$ cat config.mk
export PLATFORM = sky130hd
export DESIGN_NAME = mem_wb_writeback
export DESIGN_NICKNAME = d
export VERILOG_FILES = /design/src/rtl/mem_wb_writeback.sv
export SDC_FILE = /design/constraint.sdc
export NUM_CORES = 1
export LEC_CHECK = 0
export ABC_AREA = 1
export BUFFER_PORTS_ARGS = -buffer_cell sky130_fd_sc_hd__buf_4
export CORE_ASPECT_RATIO = 1.2
export CORE_UTILIZATION = 45
export CTS_CLUSTER_SIZE = 8
export DETAILED_ROUTE_END_ITERATION = 10
export PLACE_DENSITY = 0.77
export SETUP_SLACK_MARGIN = 0.5
export SLEW_MARGIN = 0
export SYNTH_ARGS = -nofsm -noshare
export SYNTH_HDL_FRONTEND = slang
export SYNTH_SLANG_ARGS = --single-unit
$ cat constraint.sdc
create_clock -name clk -period 1.85 [get_ports clk]
set_input_delay 0.2775 -clock clk [delete_from_list [all_inputs] [get_ports clk]]
set_output_delay 0.2775 -clock clk [all_outputs]
set_load 0.02 [all_outputs]
$ cat src/rtl/mem_wb_writeback.sv
// ============================================================================
// Module   : mem_wb_writeback
// Purpose  : MEM/WB pipeline register and writeback datapath. It aligns and
//            extends load data, then drives the register file write port,
//            a forwarding view and a retired-instruction counter.
//            The optional jal/jalr link path is enabled by defining WB_LINK_EN.
// Revision : 1.0 - initial release
// ============================================================================
`default_nettype none

module mem_wb_writeback #(
  parameter int CNT_W = 32
) (
  input  logic             clk,
  input  logic             reset,
  input  logic             Stall,
  input  logic             Flush,
  input  logic             MemValid,
  input  logic             MemRegWrite,
  input  logic             MemToReg,
  input  logic [2:0]       MemLoadType,
  input  logic [4:0]       MemWriteRegister,
  input  logic [31:0]      MemAluResult,
  input  logic [31:0]      MemReadData,
  input  logic             MemLink,
  input  logic [31:0]      MemPcPlus4,
  output logic [4:0]       WriteRegister,
  output logic [31:0]      WriteData,
  output logic             RegWrite,
  output logic             FwdValid,
  output logic [4:0]       FwdRegister,
  output logic [31:0]      FwdData,
  output logic             MisalignedLoad,
  output logic [CNT_W-1:0] RetireCount
);

  localparam logic [2:0] c_LD_LH  = 3'd1;
  localparam logic [2:0] c_LD_LHU = 3'd2;
  localparam logic [2:0] c_LD_LB  = 3'd3;
  localparam logic [2:0] c_LD_LBU = 3'd4;

  logic [4:0]       wreg_q, wreg_d;
  logic [31:0]      wdata_q, wdata_d;
  logic             regwrite_q, regwrite_d;
  logic             misaligned_q, misaligned_d;
  logic [CNT_W-1:0] retire_q;

  logic [7:0]  w_byte;
  logic [15:0] w_half;
  logic [31:0] w_load;
  logic        w_addr_bad;
  logic        w_link;

`ifdef WB_LINK_EN
  assign w_link = MemLink;
`else
  assign w_link = 1'b0;
  logic w_unused_link;
  assign w_unused_link = &{1'b0, MemLink, MemPcPlus4};
`endif

  // Big-endian lane selection: offset 0 is the most significant byte/half.
  always_comb begin
    w_byte = MemReadData[31:24];
    case (MemAluResult[1:0])
      2'd0: w_byte = MemReadData[31:24];
      2'd1: w_byte = MemReadData[23:16];
      2'd2: w_byte = MemReadData[15:8];
      2'd3: w_byte = MemReadData[7:0];
      default: w_byte = MemReadData[31:24];
    endcase
    w_half = MemAluResult[1] ? MemReadData[15:0] : MemReadData[31:16];
  end

  always_comb begin
    w_load     = MemReadData;
    w_addr_bad = (MemAluResult[1:0] != 2'd0);
    case (MemLoadType)
      c_LD_LH: begin
        w_load     = {{16{w_half[15]}}, w_half};
        w_addr_bad = MemAluResult[0];
      end
      c_LD_LHU: begin
        w_load     = {16'h0000, w_half};
        w_addr_bad = MemAluResult[0];
      end
      c_LD_LB: begin
        w_load     = {{24{w_byte[7]}}, w_byte};
        w_addr_bad = 1'b0;
      end
      c_LD_LBU: begin
        w_load     = {24'h000000, w_byte};
        w_addr_bad = 1'b0;
      end
      default: begin
        w_load     = MemReadData;
        w_addr_bad = (MemAluResult[1:0] != 2'd0);
      end
    endcase
  end

  always_comb begin
    misaligned_d = MemValid & MemToReg & w_addr_bad & ~w_link;
    wreg_d       = MemWriteRegister;
    wdata_d      = MemToReg ? w_load : MemAluResult;
`ifdef WB_LINK_EN
    if (w_link) begin
      wreg_d  = 5'd31;
      wdata_d = MemPcPlus4;
    end
`endif
    regwrite_d = MemValid & MemRegWrite & (wreg_d != 5'd0) & ~misaligned_d;
  end

  // Flush wins over Stall; the counter only moves on an unstalled capture.
  always_ff @(posedge clk) begin
    if (reset) begin
      wreg_q       <= 5'd0;
      wdata_q      <= 32'd0;
      regwrite_q   <= 1'b0;
      misaligned_q <= 1'b0;
      retire_q     <= '0;
    end else if (Flush) begin
      wreg_q       <= 5'd0;
      wdata_q      <= 32'd0;
      regwrite_q   <= 1'b0;
      misaligned_q <= 1'b0;
    end else if (!Stall) begin
      wreg_q       <= wreg_d;
      wdata_q      <= wdata_d;
      regwrite_q   <= regwrite_d;
      misaligned_q <= misaligned_d;
      if (MemValid) begin
        retire_q <= retire_q + CNT_W'(1);
      end
    end
  end

  assign WriteRegister  = wreg_q;
  assign WriteData      = wdata_q;
  assign RegWrite       = regwrite_q;
  assign FwdValid       = regwrite_q;
  assign FwdRegister    = wreg_q;
  assign FwdData        = wdata_q;
  assign MisalignedLoad = misaligned_q;
  assign RetireCount    = retire_q;

endmodule

`default_nettype wire

==> results.toml <==
[logic_synthesis]
synth_top_area_frac = 0.300
netlist_area_sq_um = 4740
synth_warnings = 0
syn_avg_cell_area_sq_um = 6.25
synthDistinctLibCells = 38
synthArstFlopShare = 0
postSynthCellCount = 758
syn_nets = 871
synth-main-ff-cell = "dfxtp_1"
synth.most_common_cell = "nand2_1"
synth-seq-area-share = 0.300
synth-edff-count = 0
yosys-top-cells-area = "dfxtp_1 (30%), nand2_1 (18%), a21oi_1 (10%)"
ys_seq_elements = 71
ys_top_cells_by_count = "nand2_1 (223), a21oi_1 (96), nor2_1 (81)"
synth_top_area_cell = "dfxtp_1"

[global_routing]
grt_start_max_net_pins = 52
grtUsageTotal = 0.272
grt_pass1_vias = 4887
grt_overflow = 0
antenna_found_initial = 0
grt_pass1_wl_mm = 23.2

[detailed_routing]
remaining_drc_errors = 0
drt-wirelength-per-cell_microns = 14.4
antenna_left = 0
routed_wirelength_mm = 15.2
drt_iter0_drc = 236
vias_per_cell = 5.20
via_count = 5478
drtPass1Iterations = 5

[timing]
slew_headroom = 0.566
min_period_ps = 1510
max_freq_ghz = 0.662
finalCritPeriodShare = 0.816
setup_viol = 0
whs_ps = 207
fin_setup_tns_ps = 0
fin_worst_skew_ps = 7.01
finalHoldViolations = 0
slew_viol_final = 0
tightest_slew_ps = 650
worst_slack_ps = 340
rsz0062_at_grt = "yes"

[die]
io_pins = 221
dieArea_sq_um = 10900
initial_core_util = 0.468
dieWidth_microns = 95.7
die_y_microns = 114
core_area_sq_um = 10100
fp-row-count = 40

[cells_and_area]
area_growth_pct = 42.0
multiInputGateArea_sq_um = 2880
nets = 1035
stdcell_area_sq_um = 6730
drive_above_1_share = 0.394
fillers = 917
seqCellArea_sq_um = 1490
diodes = 0

[power_and_ir_drop]
power_density_nw_per_um2 = 623
total_power_mw = 4.19
ir_drop_uv = 549
leakagePower_nw = 3.11

[worst_setup_path]
crit_type = "reg2reg"
worstSetupStartpointType = "flip-flop"
path_max_fanout = 4
r2r_slack_ps = 340
r2r_start = "RetireCount[1]"
worstReg2RegEnd = "RetireCount[25]"
r2r_cells = 10
arrival_ps = 1770
critPathCaptureType = "flip-flop"
critical_path_required_ps = 2120

[status]
status = "completed"

[clock_tree]
clkLatencyLatePin_ps = 340
cts_tree = "done"
cts.clk_slew.worst_paths_ps = 60
root_buffer = "clkbuf_16"
clock_sinks = 71
ctsHtreeMaxLevel = 3
clock_path_buffers = 2
cts_buffers = 9

[min_path]
worst_hold_path_type = "in2reg"
min_to = "FwdRegister[3]"
hold_depth = 3
hp-start = "MemWriteRegister[3]"

[job]
drv_cap = 0

[placement]
hpwlAfterDp_mm = 10.8
dpl_worst_slack_ps = 233
gp_congestion = 0.921
port_buffers = 187
place_area_sq_um = 5980
-- final cells by class --
class	count	share of cell area
Clock buffer	11	0.0361
Clock inverter	5	0.00856
Inverter	54	0.0305
Multi-Input combinational cell	566	0.428
Sequential cell	71	0.221
Tap cell	126	0.0234
Timing Repair Buffer	220	0.252
-- repair_timing --
item | in CTS | in global routing
buffers inserted | 11 | 13
resized for setup | 10 | 82
endpoints found under the setup margin | 21 | 52
hold buffers | 0 | 0
cloned | 0 | 1
pin swaps | 10 | 26
-- through the flow --
stage | instances | utilization
floorplan | 758 | -
global placement | 1012 | 0.592
detailed placement | 1012 | 0.592
CTS | 1039 | 0.632
global route | 1053 | 0.665
finish | 1053 | 0.665
-- worst max path at each step --
stage | start | to | slack (ps) | depth (start not counted)
2_1_floorplan | RetireCount[1] | RetireCount[14] | 480 | 8
3_3_place_gp | MemLoadType[0] | FwdData[7] | 270 | 8
3_5_place_dp | MemLoadType[2] | FwdValid | 230 | 8
4_1_cts | RetireCount[1] | RetireCount[24] | 420 | 9
5_1_grt | RetireCount[1] | RetireCount[29] | 290 | 10
6_report | RetireCount[1] | RetireCount[25] | 340 | 10
-- routing by layer --
| metal | up-vias | share of wire | track usage |
|---|---|---|---|
| li1 | 2741 | - | - |
| met1 | 2475 | 0.39 | 0.322 |
| met2 | 220 | 0.50 | 0.462 |
| met3 | 42 | 0.075 | 0.0697 |
| met4 | 0 | 0.034 | 0.115 |
| met5 | - | 0 | 0 |
-- critical path: stages, from the launching register on --
cell	delay [ps]
dfxtp_4	370
buf_4	110
buf_6	90
nand2_1	60
nor2_2	170
nand2_1	120
nor2_2	160
nand3b_1	110
nand2_1	70
nand2_1	50
a21oi_1	120
-- cells in the final DEF, fill, tap and decap left out, drive strengths merged --
master,netlist,routed
a21boi,1,1
a21oi,97,97
a31oi,2,2
and3,2,2
buf,52,220
bufinv,0,1
clkbuf,16,11
clkinv,1,6
dfxtp,71,71
ha,1,1
inv,53,52
nand2,229,229
nand3,32,32
nand3b,10,10
nand4,4,4
nor2,90,91
nor3,2,2
o211ai,4,4
o21a,1,1
o21ai,64,64
o21ba,1,1
or2,24,24
xor2,1,1
-- power breakdown --
| part | internal (mW) | switching [mW] | total (mW) |
|---|---|---|---|
| sequential | 1.55 | 0.0368 | 1.59 |
| clock | 1.08 | 0.677 | 1.76 |
| combinational | 0.366 | 0.473 | 0.839 |
-- registers in the layout (all words and copies together), names as in the netlist --
signal and count:
MisalignedLoad 1, RetireCount 32, FwdValid 1, FwdRegister 5
FwdData 32
-- logic make-up (layout without fill, tap and decap cells) --
kind of cell,count (synthesis),in the layout,synth area share
AND/OR/NAND/NOR,393,394,0.373
AO/OA/AOI/OAI,170,170,0.187
buffers and inverters,122,290,0.136
flip-flops,71,71,0.300
adder cells (fa/ha/maj),1,1,0.00264
XOR/XNOR,1,1,0.00185
No activity file was read; power rests on OpenSTA's default activity.
